**src/rtl/mips_defs.sv**
```systemverilog
// Shared MIPS decode constants for the hazard controller: opcodes, functs,
// decoded op classes and the 2-bit Tuse/Tnew encodings.
package mips_defs;

   localparam logic [5:0] OP_RTYPE = 6'h00;
   localparam logic [5:0] OP_J     = 6'h02;
   localparam logic [5:0] OP_JAL   = 6'h03;
   localparam logic [5:0] OP_BEQ   = 6'h04;
   localparam logic [5:0] OP_ORI   = 6'h0D;
   localparam logic [5:0] OP_LUI   = 6'h0F;
   localparam logic [5:0] OP_LW    = 6'h23;
   localparam logic [5:0] OP_SW    = 6'h2B;

   localparam logic [5:0] FN_JR    = 6'h08;
   localparam logic [5:0] FN_MFHI  = 6'h10;
   localparam logic [5:0] FN_MTHI  = 6'h11;
   localparam logic [5:0] FN_MFLO  = 6'h12;
   localparam logic [5:0] FN_MTLO  = 6'h13;
   localparam logic [5:0] FN_MULT  = 6'h18;
   localparam logic [5:0] FN_MULTU = 6'h19;
   localparam logic [5:0] FN_DIV   = 6'h1A;
   localparam logic [5:0] FN_DIVU  = 6'h1B;
   localparam logic [5:0] FN_ADDU  = 6'h21;
   localparam logic [5:0] FN_SUBU  = 6'h23;

   localparam logic [4:0] REG_ZERO = 5'd0;
   localparam logic [4:0] REG_RA   = 5'd31;

   // Tuse 3 means "source not read"; it can never be below any Tnew.
   localparam logic [1:0] TUSE_0    = 2'd0;
   localparam logic [1:0] TUSE_1    = 2'd1;
   localparam logic [1:0] TUSE_2    = 2'd2;
   localparam logic [1:0] TUSE_NONE = 2'd3;

   localparam logic [1:0] TNEW_0 = 2'd0;
   localparam logic [1:0] TNEW_1 = 2'd1;
   localparam logic [1:0] TNEW_2 = 2'd2;

   typedef enum logic [4:0] {
      C_NOP   = 5'd0,
      C_ADDU  = 5'd1,
      C_SUBU  = 5'd2,
      C_ORI   = 5'd3,
      C_LW    = 5'd4,
      C_SW    = 5'd5,
      C_BEQ   = 5'd6,
      C_LUI   = 5'd7,
      C_J     = 5'd8,
      C_JAL   = 5'd9,
      C_JR    = 5'd10,
      C_MULT  = 5'd11,
      C_MULTU = 5'd12,
      C_DIV   = 5'd13,
      C_DIVU  = 5'd14,
      C_MFHI  = 5'd15,
      C_MFLO  = 5'd16,
      C_MTHI  = 5'd17,
      C_MTLO  = 5'd18
   } op_e;

   // Tnew seen one stage later: one cycle closer to the result, floored at 0.
   function automatic logic [1:0] tnew_age(input logic [1:0] t);
      if (t != TNEW_0) begin
         return t - 2'd1;
      end else begin
         return TNEW_0;
      end
   endfunction

endpackage

```
**src/rtl/instr_class.sv**
```systemverilog
// Combinational decode of one instruction into its source/dest registers,
// Tuse per source, E-stage Tnew and mult/div classification.
module instr_class
   import mips_defs::*;
(
   input  logic [31:0] instr_i,
   output logic [4:0]  rs_o,
   output logic [4:0]  rt_o,
   output logic [4:0]  dest_o,
   output logic [1:0]  tuse_rs_o,
   output logic [1:0]  tuse_rt_o,
   output logic [1:0]  tnew_o,
   output logic        is_md_o,
   output logic        is_mult_o,
   output logic        is_div_o
);

   logic [5:0] opcode_s;
   logic [5:0] funct_s;
   logic [4:0] rd_s;
   logic       unused_shamt_s;
   op_e        op_s;

   assign opcode_s       = instr_i[31:26];
   assign rs_o           = instr_i[25:21];
   assign rt_o           = instr_i[20:16];
   assign rd_s           = instr_i[15:11];
   assign funct_s        = instr_i[5:0];
   assign unused_shamt_s = ^instr_i[10:6];

   // Map opcode/funct to an op class; anything unrecognised becomes a nop.
   always_comb begin
      op_s = C_NOP;
      case (opcode_s)
         OP_RTYPE: begin
            case (funct_s)
               FN_ADDU:  op_s = C_ADDU;
               FN_SUBU:  op_s = C_SUBU;
               FN_JR:    op_s = C_JR;
               FN_MULT:  op_s = C_MULT;
               FN_MULTU: op_s = C_MULTU;
               FN_DIV:   op_s = C_DIV;
               FN_DIVU:  op_s = C_DIVU;
               FN_MFHI:  op_s = C_MFHI;
               FN_MFLO:  op_s = C_MFLO;
               FN_MTHI:  op_s = C_MTHI;
               FN_MTLO:  op_s = C_MTLO;
               default:  op_s = C_NOP;
            endcase
         end
         OP_ORI:  op_s = C_ORI;
         OP_LW:   op_s = C_LW;
         OP_SW:   op_s = C_SW;
         OP_BEQ:  op_s = C_BEQ;
         OP_LUI:  op_s = C_LUI;
         OP_J:    op_s = C_J;
         OP_JAL:  op_s = C_JAL;
         default: op_s = C_NOP;
      endcase
   end

   // Per-class hazard attributes; REG_ZERO as dest means "writes nothing".
   always_comb begin
      dest_o    = REG_ZERO;
      tuse_rs_o = TUSE_NONE;
      tuse_rt_o = TUSE_NONE;
      tnew_o    = TNEW_0;
      is_md_o   = 1'b0;
      is_mult_o = 1'b0;
      is_div_o  = 1'b0;
      case (op_s)
         C_ADDU, C_SUBU: begin
            dest_o    = rd_s;
            tuse_rs_o = TUSE_1;
            tuse_rt_o = TUSE_1;
            tnew_o    = TNEW_1;
         end
         C_ORI: begin
            dest_o    = rt_o;
            tuse_rs_o = TUSE_1;
            tnew_o    = TNEW_1;
         end
         C_LW: begin
            dest_o    = rt_o;
            tuse_rs_o = TUSE_1;
            tnew_o    = TNEW_2;
         end
         C_SW: begin
            tuse_rs_o = TUSE_1;
            tuse_rt_o = TUSE_2;
         end
         C_BEQ: begin
            tuse_rs_o = TUSE_0;
            tuse_rt_o = TUSE_0;
         end
         C_LUI: begin
            dest_o = rt_o;
            tnew_o = TNEW_1;
         end
         C_JAL: begin
            dest_o = REG_RA;
            tnew_o = TNEW_0;
         end
         C_JR: begin
            tuse_rs_o = TUSE_0;
         end
         C_MULT, C_MULTU: begin
            tuse_rs_o = TUSE_1;
            tuse_rt_o = TUSE_1;
            is_md_o   = 1'b1;
            is_mult_o = 1'b1;
         end
         C_DIV, C_DIVU: begin
            tuse_rs_o = TUSE_1;
            tuse_rt_o = TUSE_1;
            is_md_o   = 1'b1;
            is_div_o  = 1'b1;
         end
         C_MFHI, C_MFLO: begin
            dest_o  = rd_s;
            tnew_o  = TNEW_1;
            is_md_o = 1'b1;
         end
         C_MTHI, C_MTLO: begin
            tuse_rs_o = TUSE_1;
            is_md_o   = 1'b1;
         end
         default: begin
            dest_o = REG_ZERO;
         end
      endcase
   end

endmodule

```
**src/rtl/hazard_ctrl.sv**
```systemverilog
// Tuse/Tnew stall controller with mult/div busy tracking for the 5-stage MIPS pipe.
// Define HAZARD_PERF_EN to get a live stall-cycle counter on stall_cnt.
module hazard_ctrl
   import mips_defs::*;
#(
   parameter int MULT_CYC = 5,
   parameter int DIV_CYC  = 10,
   parameter int CNT_W    = 4
) (
   input  logic        clk,
   input  logic        reset,
   input  logic [31:0] ir_d,
   input  logic [31:0] ir_e,
   input  logic [31:0] ir_m,
   output logic        stall,
   output logic        pc_en,
   output logic        fd_en,
   output logic        md_busy,
   output logic [31:0] stall_cnt
);

   localparam logic [CNT_W-1:0] CNT_ZERO = {CNT_W{1'b0}};
   localparam logic [CNT_W-1:0] CNT_ONE  = CNT_W'(1);
   localparam logic [CNT_W-1:0] CNT_MULT = CNT_W'(MULT_CYC);
   localparam logic [CNT_W-1:0] CNT_DIV  = CNT_W'(DIV_CYC);

   logic [4:0] d_rs_s, d_rt_s, d_dest_s, e_rs_s, e_rt_s, e_dest_s, m_rs_s, m_rt_s, m_dest_s;
   logic [1:0] d_tuse_rs_s, d_tuse_rt_s, d_tnew_s;
   logic [1:0] e_tuse_rs_s, e_tuse_rt_s, e_tnew_s;
   logic [1:0] m_tuse_rs_s, m_tuse_rt_s, m_tnew_raw_s, m_tnew_s;
   logic       d_is_md_s, d_is_mult_s, d_is_div_s;
   logic       e_is_md_s, e_is_mult_s, e_is_div_s;
   logic       m_is_md_s, m_is_mult_s, m_is_div_s;
   logic       data_stall_s, md_busy_s, stall_s;
   logic       unused_dec_s;
   logic [CNT_W-1:0] busy_cnt_q, busy_cnt_d;

   instr_class u_dec_d (
      .instr_i(ir_d), .rs_o(d_rs_s), .rt_o(d_rt_s), .dest_o(d_dest_s),
      .tuse_rs_o(d_tuse_rs_s), .tuse_rt_o(d_tuse_rt_s), .tnew_o(d_tnew_s),
      .is_md_o(d_is_md_s), .is_mult_o(d_is_mult_s), .is_div_o(d_is_div_s)
   );

   instr_class u_dec_e (
      .instr_i(ir_e), .rs_o(e_rs_s), .rt_o(e_rt_s), .dest_o(e_dest_s),
      .tuse_rs_o(e_tuse_rs_s), .tuse_rt_o(e_tuse_rt_s), .tnew_o(e_tnew_s),
      .is_md_o(e_is_md_s), .is_mult_o(e_is_mult_s), .is_div_o(e_is_div_s)
   );

   instr_class u_dec_m (
      .instr_i(ir_m), .rs_o(m_rs_s), .rt_o(m_rt_s), .dest_o(m_dest_s),
      .tuse_rs_o(m_tuse_rs_s), .tuse_rt_o(m_tuse_rt_s), .tnew_o(m_tnew_raw_s),
      .is_md_o(m_is_md_s), .is_mult_o(m_is_mult_s), .is_div_o(m_is_div_s)
   );

   assign unused_dec_s = ^{d_dest_s, d_tnew_s, d_is_mult_s, d_is_div_s,
                           e_rs_s, e_rt_s, e_tuse_rs_s, e_tuse_rt_s, e_is_md_s,
                           m_rs_s, m_rt_s, m_tuse_rs_s, m_tuse_rt_s,
                           m_is_md_s, m_is_mult_s, m_is_div_s};

   // Decoder reports E-stage Tnew; M-stage producers are one cycle further along.
   assign m_tnew_s = tnew_age(m_tnew_raw_s);

   // A D source stalls when it matches a live dest whose result arrives too late.
   always_comb begin
      data_stall_s = 1'b0;
      if ((e_dest_s != REG_ZERO) &&
          (((d_rs_s == e_dest_s) && (d_tuse_rs_s < e_tnew_s)) ||
           ((d_rt_s == e_dest_s) && (d_tuse_rt_s < e_tnew_s)))) begin
         data_stall_s = 1'b1;
      end else if ((m_dest_s != REG_ZERO) &&
          (((d_rs_s == m_dest_s) && (d_tuse_rs_s < m_tnew_s)) ||
           ((d_rt_s == m_dest_s) && (d_tuse_rt_s < m_tnew_s)))) begin
         data_stall_s = 1'b1;
      end else begin
         data_stall_s = 1'b0;
      end
   end

   assign md_busy_s = (busy_cnt_q != CNT_ZERO) | e_is_mult_s | e_is_div_s;
   assign stall_s   = ~reset & (data_stall_s | (d_is_md_s & md_busy_s));
   assign stall     = stall_s;
   assign pc_en     = ~stall_s;
   assign fd_en     = ~stall_s;
   assign md_busy   = ~reset & md_busy_s;

   // A new mult/div in E reloads the busy count; otherwise count down to 0.
   always_comb begin
      if (e_is_mult_s) begin
         busy_cnt_d = CNT_MULT;
      end else if (e_is_div_s) begin
         busy_cnt_d = CNT_DIV;
      end else if (busy_cnt_q != CNT_ZERO) begin
         busy_cnt_d = busy_cnt_q - CNT_ONE;
      end else begin
         busy_cnt_d = busy_cnt_q;
      end
   end

   always_ff @(posedge clk) begin
      if (reset) begin
         busy_cnt_q <= CNT_ZERO;
      end else begin
         busy_cnt_q <= busy_cnt_d;
      end
   end

`ifdef HAZARD_PERF_EN
   logic [31:0] stall_cnt_q, stall_cnt_d;

   assign stall_cnt_d = stall_s ? (stall_cnt_q + 32'd1) : stall_cnt_q;

   always_ff @(posedge clk) begin
      if (reset) begin
         stall_cnt_q <= 32'd0;
      end else begin
         stall_cnt_q <= stall_cnt_d;
      end
   end

   assign stall_cnt = stall_cnt_q;
`else
   assign stall_cnt = 32'd0;
`endif

endmodule

```
**config.mk**
```make
export PLATFORM = sky130hd
export DESIGN_NAME = hazard_ctrl
export DESIGN_NICKNAME = d
export VERILOG_FILES = /design/src/rtl/mips_defs.sv /design/src/rtl/instr_class.sv /design/src/rtl/hazard_ctrl.sv
export SDC_FILE = /design/constraint.sdc
export NUM_CORES = 1
export LEC_CHECK = 0
export BUFFER_PORTS_ARGS = -buffer_cell sky130_fd_sc_hd__buf_2
export CAP_MARGIN = 15
export CELL_PAD_IN_SITES_DETAIL_PLACEMENT = 0
export CELL_PAD_IN_SITES_GLOBAL_PLACEMENT = 1
export CORE_AREA = 2 2 99 101
export DETAILED_ROUTE_END_ITERATION = 8
export DIE_AREA = 0 0 101 103
export PLACE_DENSITY_LB_ADDON = 0.1
export SLEW_MARGIN = 40
export SYNTH_ARGS = -nofsm -noshare
export SYNTH_HDL_FRONTEND = slang
export SYNTH_SLANG_ARGS = --single-unit
```
**constraint.sdc**
```tcl
create_clock -name clk -period 5.8 [get_ports clk]
set_clock_uncertainty 0.1 [all_clocks]
set_input_delay 1.16 -clock clk [delete_from_list [all_inputs] [get_ports clk]]
set_output_delay 1.16 -clock clk [all_outputs]
set_load 0.1 [all_outputs]
```
After elaboration in Yosys (flattened, before gate mapping)

Cells that the tools add are included.

Input port bits: 98
Bits in registers: 4
Logic and storage cells: 160

Equality and inequality tests: 93
Mux-type cells: 21
$add $sub $neg: 2
Reductions and logical operators: 30
$lt $le $gt $ge: 4
Bitwise operators: 8

Operators by type and width:

| cell                                          | number |
|---|---|
| one-hot mux 5 bit (11 select lines)           | 3 |
| == test 6 x 5 -> 1 bit, second input constant | 24 |
| one-hot mux 5 bit (8 select lines)            | 3 |
| == test 6 bit, second input constant          | 12 |
| == test 5 x 4 -> 1 bit, second input constant | 14 |
| == test 6 x 4 -> 1 bit, second input constant | 9 |
| == test 6 x 2 -> 1 bit, second input constant | 6 |
| == test 5 x 3 -> 1 bit, second input constant | 7 |
| == test 5 x 2 -> 1 bit, second input constant | 6 |
| one-hot mux 5 bit (3 select lines)            | 2 |
| == test 5 bit, second input constant          | 5 |
| == test 5 bit                                 | 4 |
| == test 6 x 3 -> 1 bit, second input constant | 3 |
| zero test 6 bit                               | 3 |
| OR reduction 6 bit                            | 3 |
| == test 5 x 1 -> 1 bit, second input constant | 3 |
| one-hot mux 2 bit (2 select lines)            | 3 |
| OR reduction 11 bit                           | 1 |
| nonzero test 5 bit                            | 2 |
| less-than comparator 2 bit                    | 4 |
| two-way mux 4 bit                             | 2 |
| OR reduction 2 bit                            | 4 |
| OR reduction 4 bit                            | 2 |
| OR reduction 8 bit                            | 1 |
| 15 further kinds                              | 32 |

Depth between registers and ports, before layout

Gate-level depths: netlist of the first run.

Word-level depth: 17
Gate-level depth with buffers: 17
Depth with buffers taken out: 15

By module

A second synthesis of the first run with hierarchy kept.

Cells, all modules: 458
Area total of the unflattened synthesis: 3,394.5 um2

By module, submodules not included:

| module                     | cells each | instances | area an instance (um2) | seq. area each (um2) |
|---|---|---|---|---|
| instr_class at u_dec_d ... | 117        | 2         | 849.6                  | 0.0 |
| hazard_ctrl                | 107        | 1         | 849.6                  | 80.1 |
| instr_class at u_dec_m     | 117        | 1         | 845.8                  | 0.0 |

Least setup slack after synthesis of the first run

Ideal clock, no wire load.

Kind: input port to output port
Start: in ir_e[29]
End: out pc_en
Required time: 4.540 ns
Stages on the path: 11
Path buffers: 2
Slack: -1.110 ns
Data arrival time: 5.650 ns
Cells stage by stage: or4_4 -> or2_0 -> buf_2 -> a211o_1 -> nand2_2 -> xnor2_1 -> nand2_1 -> a41oi_1 -> a22oi_2 -> and3_1 -> buf_4

Word-level cells in the longest chain between the ends: 13
Elaborated cells between the ends (all ways): 46
Those cells by class: order compare: 2; eq/ne: 21; mux: 6; bitwise: 6; reduce/logical: 11

RTL lines:

| what                                                                                            | line                                 | RTL |
|---|---|---|
| start: declaration                                                                              | hazard_ctrl.sv:13                    | `input logic [31:0] ir_e,` |
| == test 6 x 2 -> 1 bit (tied with other cells)                                                  | instr_class.sv:34                    | `case (opcode_s)` |
| one-hot mux 5 bit (8 select lines) *                                                            | instr_class.sv:34                    |  |
| == test 5 x 1 -> 1 bit (tied with other cells)                                                  | instr_class.sv:71                    | `case (op_s)` |
| OR reduction 6 bit (no line) (tied with other cells)                                            | n/a                                  |  |
| one-hot mux 2 bit (2 select lines) / one-hot mux 5 bit (3 select lines) (equally long branches) | instr_class.sv:71                    |  |
| less-than comparator 2 bit (tied with other cells)                                              | hazard_ctrl.sv:68                    | `(((d_rs_s == e_dest_s) && (d_tuse_rs_s < e_tnew_s)) \|\|` |
| logical AND 1 bit (on tied branches)                                                            | hazard_ctrl.sv:68, hazard_ctrl.sv:69 |  |
| logical OR 1 bit                                                                                | hazard_ctrl.sv:68                    |  |
| logical AND 1 bit                                                                               | hazard_ctrl.sv:67                    | `if ((e_dest_s != REG_ZERO) &&` |
| two-way mux 1 bit                                                                               | hazard_ctrl.sv:67                    |  |
| bitwise OR 1 bit *                                                                              | hazard_ctrl.sv:81                    | `assign stall_s = ~reset & (data_stall_s \| (d_is_md_s & md_busy_s));` |
| bitwise AND 1 bit *                                                                             | hazard_ctrl.sv:81                    |  |
| NOT 1 bit *                                                                                     | n/a                                  |  |
| end: declaration                                                                                | hazard_ctrl.sv:16                    | `output logic pc_en,` |

Every way passes the cells marked *; elsewhere a longest branch is shown, timed or not.

Worst setup path after layout of the first run

Start: in ir_d[28]
End: out fd_en

Word-level cells in the longest chain between the ends: 14
Elaborated cells between the ends (all ways): 49
Those cells by class: order compare: 4; eq/ne: 22; mux: 6; bitwise: 4; reduce/logical: 13

RTL lines:

| what                                                                                            | line                                 | RTL |
|---|---|---|
| start: declaration                                                                              | hazard_ctrl.sv:12                    | `input logic [31:0] ir_d,` |
| == test 6 x 2 -> 1 bit (tied with other cells)                                                  | instr_class.sv:34                    |  |
| one-hot mux 5 bit (8 select lines) *                                                            | instr_class.sv:34                    |  |
| == test 5 x 3 -> 1 bit (tied with other cells)                                                  | instr_class.sv:71                    |  |
| OR reduction 11 bit (no line) (tied with other cells)                                           | n/a                                  |  |
| one-hot mux 2 bit (2 select lines) / one-hot mux 2 bit (3 select lines) (equally long branches) | instr_class.sv:71                    |  |
| less-than comparator 2 bit (on tied branches)                                                   | hazard_ctrl.sv:72, hazard_ctrl.sv:73 |  |
| logical AND 1 bit (on tied branches)                                                            | hazard_ctrl.sv:72, hazard_ctrl.sv:73 |  |
| logical OR 1 bit                                                                                | hazard_ctrl.sv:72                    | `(((d_rs_s == m_dest_s) && (d_tuse_rs_s < m_tnew_s)) \|\|` |
| logical AND 1 bit                                                                               | hazard_ctrl.sv:71                    | `end else if ((m_dest_s != REG_ZERO) &&` |
| two-way mux 1 bit                                                                               | hazard_ctrl.sv:71                    |  |
| two-way mux 1 bit                                                                               | hazard_ctrl.sv:67                    |  |
| bitwise OR 1 bit *                                                                              | hazard_ctrl.sv:81                    |  |
| bitwise AND 1 bit *                                                                             | hazard_ctrl.sv:81                    |  |
| NOT 1 bit *                                                                                     | hazard_ctrl.sv:84                    | `assign fd_en = ~stall_s;` |
| end: declaration                                                                                | hazard_ctrl.sv:17                    | `output logic fd_en,` |

Marks and branches as above.

==> flow_metrics.env, run 1 <==
export IMPL_place_inst=600
export IMPL_final_max_slew_viol_count=0
export IMPL_dieArea_um2=10400
export IMPL_grt_pass1_vias=2858
export IMPL_finalHoldViolCount=0
export IMPL_wl_met3_um=222
export IMPL_htreeDepth=1
export IMPL_critPathMaxStageDelay_ns=0.40
export IMPL_pwr_share_seq=0.099
export IMPL_nets=595
export IMPL_grt_max_degree=13
export IMPL_synth_top_cells_by_area="buf_4 9.7%, a21oi_1 6.5%, nand2_1 5.7%"
export IMPL_path_class="in2out"
export IMPL_num_rows=36
export IMPL_routed_wl_met2_um=3990
export IMPL_reg_top3="busy_cnt_q (4)"
export IMPL_netlist_top_cells_count="39 x nand2_1, 33 x a21oi_1, 33 x buf_4"
export IMPL_setup_viol=0
export IMPL_grt_overflow=0
export IMPL_synth_edf_count=0
export IMPL_net_switching_power_uw=260
export IMPL_critPathRequiredTime_ns=4.54
export IMPL_largest_reg_flops=4
export IMPL_drv_cap=0
export IMPL_top_register="busy_cnt_q"
export IMPL_hold_path_class="reg2reg"
export IMPL_initialDrtViolationCount=51
export IMPL_timing_hold_ws_ns=0.462
export IMPL_synth_distinct_cells=79
export IMPL_timing_fmax_ghz=0.174
export IMPL_p_leak_uw=0.00155
export IMPL_met1_length_um=3810
export IMPL_critPathSlowestCell="or3_4"
export IMPL_synth_most_common_cell="nand2_1"
export IMPL_worstPathMaxFanout=3
export IMPL_pwr_share_clk=0.127
export IMPL_diodes=0
export IMPL_syn_area_um2=2560
export IMPL_via_count=3071
export IMPL_routedWlPerCell_um=13.3
export IMPL_final_antenna_net_count=0
export IMPL_clockBufferDepth=2
export IMPL_tritoncts_num_buffers=3
export IMPL_fp_dieW_um=101
export IMPL_dr_max_layer_used="met4"
export IMPL_synth_largest_area_cell="buf_4"
export IMPL_postPlaceCellArea_um2=3320
export IMPL_clkLatencyLatePin_ns=0.22
export IMPL_instances_no_fill=604
export IMPL_synth_seq_cells=4
export IMPL_min_period_over_period=0.990
export IMPL_reg2reg_from="busy_cnt_q[0]"
export IMPL_arrival_ns=4.48
export IMPL_antenna_found_initial=0
export IMPL_portBuffers=71
export IMPL_ys_seq_area_frac=0.0313
export IMPL_cts_num_sinks=4
export IMPL_die_h_um=103
export IMPL_core_um2=9460
export IMPL_critPathCaptureType="output port"
export IMPL_vdd_drop_max_mv=0.0722
export IMPL_async_reset_ff_frac=0
export IMPL_drc=0
export IMPL_clockRootBuffer="clkbuf_8"
export IMPL_cp_common_cell="a2111oi_4"
export IMPL_pwr_share_comb=0.775
export IMPL_routabilityCongestion=0.814
export IMPL_run_status="finished clean"
export IMPL_total_power_uw=462
export IMPL_yosysTopAreaCellShare=0.0969
export IMPL_synth_area_per_cell_um2=6.84
export IMPL_yosysWarnings=0
export IMPL_wl_um=8040
export IMPL_fin_area_um2=3510
export IMPL_drive_gt1_frac=0.337
export IMPL_fin_util=0.371
export IMPL_syn_inst=374
export IMPL_hp_start="busy_cnt_q[3]"
export IMPL_intPower_uw=201
export IMPL_ios=134
export IMPL_place_hpwl_um=6750
export IMPL_worstSetupStartpoint="ir_d[28]"
export IMPL_cp_start_kind="primary input"
export IMPL_cts_tree="built"
export IMPL_grt_pass1_wl_um=13100
export IMPL_floorplan_initialDensity=0.270
export IMPL_grt_usage=0.148
export IMPL_switching_share=0.564
export IMPL_synth_ff_type="dfxtp_1"
export IMPL_rsz0062_at_grt="true"
export IMPL_worstPathCellList="buf_8 -> nand2b_4 -> o21a_1 -> a2bb2oi_2 -> o32ai_2 -> mux2i_1 -> nor3_1 -> a31oi_1 -> o21ai_2 -> a2111oi_4 -> buf_4 -> ha_4 -> a2111oi_4 -> o211ai_1 -> or3_4 -> and3_4 -> buf_12"
export IMPL_clkTransAtPathRegs_ns=0.03
export IMPL_via_per_inst=5.08
export IMPL_syn2layout_area_growth_pct=37.2
export IMPL_cellPowerDensity_nw_per_um2=132
export IMPL_firstDrtPassIters=4
export IMPL_fin_crit_ns=5.74
==> cell families (layout without fill, tap and decap cells) <==
family	Yosys count	after routing	share of synthesized area
multiplexers	5	5	0.0201
other	2	34	0.00294
flip-flops	4	4	0.0313
XOR/XNOR	20	20	0.0685
AND/OR/NAND/NOR	166	166	0.362
AO/OA/AOI/OAI	119	119	0.359
adder cells (fa/ha/maj)	6	6	0.0284
buffers and inverters	52	136	0.128
==> placed cells by master (no fill, tap or decap), types with 4 or more instances in the layout <==
master / n
inv_1: 10
nand2_1: 39
xor2_1: 11
a221oi_2: 4
a21oi_1: 33
buf_2: 67
buf_4: 50
conb_1: 34
mux2i_1: 4
nand3_1: 5
or4_1: 4
o21ai_0: 9
nor4_1: 6
and3_1: 5
nor3_1: 13
a211oi_1: 5
nand3b_1: 7
dfxtp_1: 4
nor2_1: 27
nand2b_1: 12
a211o_1: 5
nor2b_1: 6
o211ai_1: 4
or3_1: 10
ha_1: 4
o21ba_2: 4
xnor2_1: 9
a21o_1: 10
==> critical path, delay by kind of cell <==
kind / cells / cell delay, ns
adder cells (fa/ha/maj): 1 / 0.20
multiplexers: 1 / 0.23
AO/OA/AOI/OAI: 8 / 1.63
buffers and inverters: 3 / 0.43
AND/OR/NAND/NOR: 4 / 0.81
==> power groups by stage <==
| stage | Combinational, uW | Clock (uW) | Sequential (uW) |
|---|---|---|---|
| finish | 358 | 58.5 | 45.5 |
| global route | 389 | 60.1 | 46.9 |
| CTS | 355 | 59.4 | 45.5 |
| detailed placement | 347 | 0 | 45.9 |
| global placement | 346 | 0 | 45.7 |
| floorplan | 276 | 0 | 44.3 |
==> final cells by class <==
| cell class | count | area, um^2 |
|---|---|---|
| clock buffer | 3 | 41.3 |
| multi-input combinational | 350 | 2400 |
| sequential | 4 | 80.1 |
| fill | 1028 | 5950 |
| inverter | 10 | 37.5 |
| timing repair buffer | 123 | 808 |
| tap | 114 | 143 |
==> timing repair <==
item	in CTS	in global routing
pin swaps	6	10
hold buffers	0	0
buffers inserted	2	0
setup endpoints to repair	3	3
gates resized for setup	12	16
==> final timing paths <==
path | to | slack (ns) | cells after the start
hold reg to reg | busy_cnt_q[3] | 0.46 | 2
setup / recovery | fd_en | 0.06 | 17
setup reg to reg | busy_cnt_q[0] | 4.46 | 6
hold / removal | busy_cnt_q[3] | 0.46 | 2
==> layer usage <==
layer  GRT usage  vias to the layer above
met1       0.200                     1423
met3     0.00407                        2
met5           0                        -
met2       0.272                       58
met4      0.0135                        0
li1            -                     1588
==> stage by stage <==
step                      setup slack (ns)  TNS, ns
after floorplan                     -0.164   -0.164
after global placement              -0.345   -0.961
after detailed placement            -0.408    -1.16
after CTS                           0.0249        0
after global routing               -0.0769   -0.229
final                               0.0602        0
No activity file was read; power rests on OpenSTA's default activity.
==> run 2, diff against run 1 <==
- ABC_CLOCK_PERIOD_IN_PS: not set -> 5800
- BUFFER_PORTS_ARGS: -buffer_cell sky130_fd_sc_hd__buf_2 -> -buffer_cell sky130_fd_sc_hd__clkbuf_2
==> flow_metrics.env, run 2 (synthesis gave the netlist of run 1 again) <==
export IMPL_routedWlPerCell_um=13.2
export IMPL_grt_max_degree=13
export IMPL_reg2regPathDepth=6
export IMPL_grt_overflow=0
export IMPL_finalHoldViolCount=0
export IMPL_total_power_uw=461
export IMPL_tritoncts_num_buffers=3
export IMPL_die_h_um=103
export IMPL_hold_path_class="reg2reg"
export IMPL_cp_start_kind="primary input"
export IMPL_worstPathMaxFanout=3
export IMPL_core_um2=9460
export IMPL_final_antenna_net_count=0
export IMPL_setup_viol=0
export IMPL_initialDrtViolationCount=66
export IMPL_vdd_drop_max_mv=0.0836
export IMPL_grt_pass1_wl_um=12700
export IMPL_wl_met3_um=292
export IMPL_diodes=0
export IMPL_dr_max_layer_used="met3"
export IMPL_clkTransAtPathRegs_ns=0.03
export IMPL_drc=0
export IMPL_grt_usage=0.144
export IMPL_dieArea_um2=10400
export IMPL_timing_fmax_ghz=0.175
export IMPL_routed_wl_met2_um=3880
export IMPL_holdBufCountCts=0
export IMPL_final_max_slew_viol_count=0
export IMPL_critPathTopFamily="compound AO/OA/AOI/OAI gates"
export IMPL_clockBufferDepth=2
export IMPL_largest_reg_flops=4
export IMPL_nets=586
export IMPL_reg2reg_from="busy_cnt_q[0]"
export IMPL_cts_tree="built"
export IMPL_critPathCaptureType="output port"
export IMPL_antenna_found_initial=0
export IMPL_reg2reg_to="busy_cnt_q[0]"
export IMPL_via_per_inst=5.11
export IMPL_drv_cap=0
export IMPL_path_class="in2out"
export IMPL_slew_headroom=0.639
export IMPL_ios=134
export IMPL_fin_crit_ns=5.73
export IMPL_fp_dieW_um=101
export IMPL_final_common_cell="clkbuf_2"
export IMPL_mostFrequentLayoutCells="67 x clkbuf_2, 43 x buf_4, 39 x nand2_1"
export IMPL_syn2layout_area_growth_pct=34.8
export IMPL_met1_length_um=3680
export IMPL_top_register="busy_cnt_q"
export IMPL_num_rows=36
export IMPL_critPathMaxStageDelay_ns=0.35
export IMPL_min_period_over_period=0.988
export IMPL_portBuffers=71
export IMPL_grt_pass1_vias=2779
export IMPL_floorplan_initialDensity=0.270
export IMPL_hp_start="busy_cnt_q[3]"
export IMPL_worstMarginPinSlew_ns=0.544
export IMPL_clockRootBuffer="clkbuf_8"
export IMPL_critPathSlowestCell="or3_4"
export IMPL_cellPowerDensity_nw_per_um2=134
export IMPL_path_buf_inv=3
export IMPL_clkLatencyLatePin_ns=0.21
export IMPL_setup_ws_ns=0.0725
export IMPL_critPathRequiredTime_ns=4.54
export IMPL_wl_um=7850
export IMPL_cp_common_cell="a2111oi_4"
export IMPL_firstDrtPassIters=4
export IMPL_rsz0062_at_grt="true"
export IMPL_rrSetupSlack_ns=4.42
export IMPL_post_place_ws_ns=-0.288
export IMPL_htreeDepth=1
export IMPL_worstHoldEndpoint="busy_cnt_q[3]"
export IMPL_arrival_ns=4.47
export IMPL_p_leak_uw=0.00152
export IMPL_cts_num_sinks=4
export IMPL_place_hpwl_um=6640
export IMPL_worstPathCellList="buf_8 -> nand2b_4 -> o21a_1 -> a2bb2oi_2 -> o32ai_2 -> mux2i_1 -> nor3_1 -> a31oi_1 -> o21ai_2 -> a2111oi_4 -> buf_4 -> ha_4 -> a2111oi_4 -> o211ai_1 -> or3_4 -> and3_4 -> buf_12"
export IMPL_via_count=3043
export IMPL_routabilityCongestion=0.818
export IMPL_hold_depth=2
export IMPL_drive_gt1_frac=0.335
export IMPL_reg_top3="busy_cnt_q (4)"
export IMPL_run_status="finished clean"
[run 2: power breakdown]
group / internal [uW] / switching (uW)
sequential: 38.6 / 6.87
combinational: 116 / 241
clock: 44.2 / 13.6
total: 199 / 262
[run 2: worst max path at each step]
| stage | startpoint | endpoint | depth (start not counted) |
|---|---|---|---|
| 6_report | ir_d[28] | fd_en | 17 |
| 5_1_grt | ir_d[28] | pc_en | 17 |
| 4_1_cts | ir_d[28] | fd_en | 17 |
| 3_5_place_dp | ir_d[28] | fd_en | 18 |
| 3_3_place_gp | ir_d[28] | fd_en | 18 |
| 2_1_floorplan | ir_d[30] | pc_en | 15 |
[run 2: final cells by class]
cell class / count / area [um^2]
Fill cell: 1008 / 6010
Multi-Input combinational cell: 350 / 2410
Timing Repair Buffer: 114 / 733
Clock buffer: 3 / 41.3
Inverter: 10 / 37.5
Sequential cell: 4 / 80.1
Tap cell: 114 / 143
[run 2: per-stage QoR]
stage / TNS, ns / cells / util / hold WS [ns] / instance area, um^2
after floorplan: -0.164 / 406 / - / 0.435 / 2720
after global placement: -0.687 / 591 / 0.347 / 0.470 / 3280
after detailed placement: -0.765 / 591 / 0.347 / 0.475 / 3280
after CTS: 0 / 594 / 0.355 / 0.478 / 3360
after global routing: -0.352 / 595 / 0.364 / 0.510 / 3450
final: 0 / 595 / 0.364 / 0.477 / 3450
[run 2: what timing repair did]
action,4_1_cts,5_1_grt
pin swaps,2,9
gates resized for setup,7,16
setup buffers,1,1
endpoints found under the setup margin,3,3
gates cloned,0,0
[run 2: routing by layer]
layer  track usage  vias to the layer above
li1              -                     1568
met1         0.196                     1404
met2         0.262                       71
met3        0.0102                        0
met4       0.00936                        0
met5             0                        -
[run 2: worst reg2reg max path, cell delays in order (launching register included)]
cell and delay (ns):
dfxtp_1 0.30, inv_1 0.08, ha_1 0.29, nand2_1 0.14
xnor2_1 0.19, nand2_1 0.08, a21oi_1 0.13
==> run 3, diff against run 2 <==
- CORE_AREA: 2 2 99 101 -> 2 2 82 123
- DIE_AREA: 0 0 101 103 -> 0 0 84 125
==> flow_metrics.env, run 3 (synthesis gave the netlist of run 1 again) <==
export IMPL_n_fill_cell=1069
export IMPL_firstDrtPassIters=4
export IMPL_wl_um=8250
export IMPL_grt_usage=0.156
export IMPL_post_place_ws_ns=-0.207
export IMPL_antenna_found_initial=0
export IMPL_setup_viol=0
export IMPL_arrival_ns=4.36
export IMPL_top_register="busy_cnt_q"
export IMPL_path_class="in2out"
export IMPL_cp_start_kind="primary input"
export IMPL_clockBufferDepth=2
export IMPL_cellPowerDensity_nw_per_um2=147
export IMPL_drc=0
export IMPL_largest_reg_flops=4
export IMPL_rrSetupSlack_ns=4.46
export IMPL_clkTransAtPathRegs_ns=0.03
export IMPL_pwr_share_comb=0.696
export IMPL_grt_overflow=0
export IMPL_cp_endpoint="pc_en"
export IMPL_finalHoldViolCount=0
export IMPL_drive_gt1_frac=0.324
export IMPL_routedWlPerCell_um=14.0
export IMPL_grt_max_degree=13
export IMPL_reg2reg_to="busy_cnt_q[0]"
export IMPL_routabilityCongestion=0.801
export IMPL_net_switching_power_uw=264
export IMPL_hold_path_class="reg2reg"
export IMPL_grt_pass1_wl_um=14000
export IMPL_critPathCaptureType="output port"
export IMPL_slew_headroom=0.643
export IMPL_instances_no_fill=590
export IMPL_pwr_share_clk=0.214
export IMPL_reg2regPathDepth=6
export IMPL_reg_top3="busy_cnt_q (4)"
export IMPL_min_period_over_period=0.969
export IMPL_fin_util=0.359
export IMPL_place_hpwl_um=7160
export IMPL_final_antenna_net_count=0
export IMPL_ios=134
export IMPL_intPower_uw=239
export IMPL_place_inst=585
export IMPL_holdBufCountCts=0
export IMPL_fin_crit_ns=5.62
export IMPL_htreeDepth=1
export IMPL_run_status="finished clean"
export IMPL_cts_tree="built"
export IMPL_total_power_uw=503
export IMPL_grt_pass1_vias=2994
export IMPL_pwr_share_seq=0.091
export IMPL_worstMarginPinSlew_ns=0.537
export IMPL_portBuffers=71
export IMPL_fp_dieW_um=84
export IMPL_p_leak_uw=0.00151
export IMPL_nets=580
export IMPL_num_rows=44
export IMPL_drv_cap=0
export IMPL_dieArea_um2=10500
export IMPL_worstPathMaxFanout=7
export IMPL_switching_share=0.526
export IMPL_mostFrequentLayoutCells="67 x clkbuf_2, 39 x nand2_1, 37 x buf_4"
export IMPL_timing_fmax_ghz=0.178
export IMPL_floorplan_initialDensity=0.269
export IMPL_worstSetupStartpoint="ir_m[29]"
export IMPL_syn2layout_area_growth_pct=33.9
export IMPL_cts_num_sinks=4
export IMPL_clockRootBuffer="clkbuf_16"
export IMPL_vdd_drop_max_mv=0.102
export IMPL_final_max_slew_viol_count=0
export IMPL_diodes=0
export IMPL_tritoncts_num_buffers=3
export IMPL_critPathRequiredTime_ns=4.54
export IMPL_initialDrtViolationCount=37
export IMPL_setup_ws_ns=0.182
export IMPL_clkLatencyLatePin_ns=0.22
export IMPL_final_common_cell="clkbuf_2"
export IMPL_core_um2=9520
export IMPL_reg2reg_from="busy_cnt_q[0]"
export IMPL_die_h_um=125
export IMPL_via_per_inst=5.17
export IMPL_via_count=3052
==> run 3: cell types whose count changed in the layout (fill, tap and decap cells not counted), sizes merged <==
| cell | before | now |
|---|---|---|
| buf | 47 | 41 |
==> run 3: cell type report <==
cell class / count / area [um^2] / area share
tap: 115 / 144 / 0.0420
inverter: 10 / 37.5 / 0.0110
timing repair buffer: 108 / 684 / 0.200
multi-input combinational: 350 / 2400 / 0.702
clock buffer: 3 / 75.1 / 0.0219
sequential: 4 / 80.1 / 0.0234
==> run 3: what timing repair did <==
| action | 4_1_cts | 5_1_grt |
|---|---|---|
| endpoints found under the setup margin | 3 | 3 |
| setup buffers | 2 | 0 |
| pin swaps | 4 | 3 |
| gates resized for setup | 5 | 16 |
==> run 3: layer usage <==
metal | part of all wire | vias to the layer above | global-route usage
met5 | 0 | - | 0
met4 | 0.015 | 0 | 0.0313
met3 | 0.027 | 10 | 0.00792
met2 | 0.56 | 60 | 0.321
met1 | 0.39 | 1425 | 0.171
li1 | - | 1557 | -
==> run 3: worst min path at each step <==
stage                     slack (ns)  cells after the start       endpoint     startpoint
after detailed placement        0.48                      2  busy_cnt_q[1]  busy_cnt_q[1]
final                           0.48                      2  busy_cnt_q[3]  busy_cnt_q[3]
after floorplan                 0.43                      2  busy_cnt_q[3]  busy_cnt_q[3]
after global placement          0.47                      2  busy_cnt_q[3]  busy_cnt_q[3]
after global routing            0.50                      2  busy_cnt_q[3]  busy_cnt_q[3]
after CTS                       0.48                      2  busy_cnt_q[3]  busy_cnt_q[3]
==> run 3: stage by stage <==
| step | instance area [um^2] | TNS (ns) | hold WS [ns] |
|---|---|---|---|
| 3_3_place_gp | 3230 | -0.531 | 0.468 |
| 2_1_floorplan | 2720 | -0.164 | 0.435 |
| 3_5_place_dp | 3230 | -0.523 | 0.480 |
| 5_1_grt | 3420 | -0.0211 | 0.504 |
| 6_report | 3420 | 0 | 0.477 |
| 4_1_cts | 3350 | 0 | 0.482 |
==> run 3: worst max-delay path, stage by stage <==
cell	delay, ns
clkbuf_2	0.13
or4_1	0.58
or2_1	0.30
or4_1	0.53
o211ai_2	0.15
o31ai_4	0.12
buf_4	0.17
a21oi_1	0.25
xor2_1	0.23
nand4_1	0.12
o22a_1	0.24
and3_4	0.22
buf_12	0.16
==> run 3: power groups by stage <==
stage / logic [uW] / registers [uW] / clock network [uW]
3_3_place_gp: 341 / 46.0 / 0
6_report: 350 / 45.5 / 107
5_1_grt: 381 / 46.9 / 112
3_5_place_dp: 342 / 46.0 / 0
2_1_floorplan: 276 / 44.3 / 0
4_1_cts: 346 / 45.7 / 108
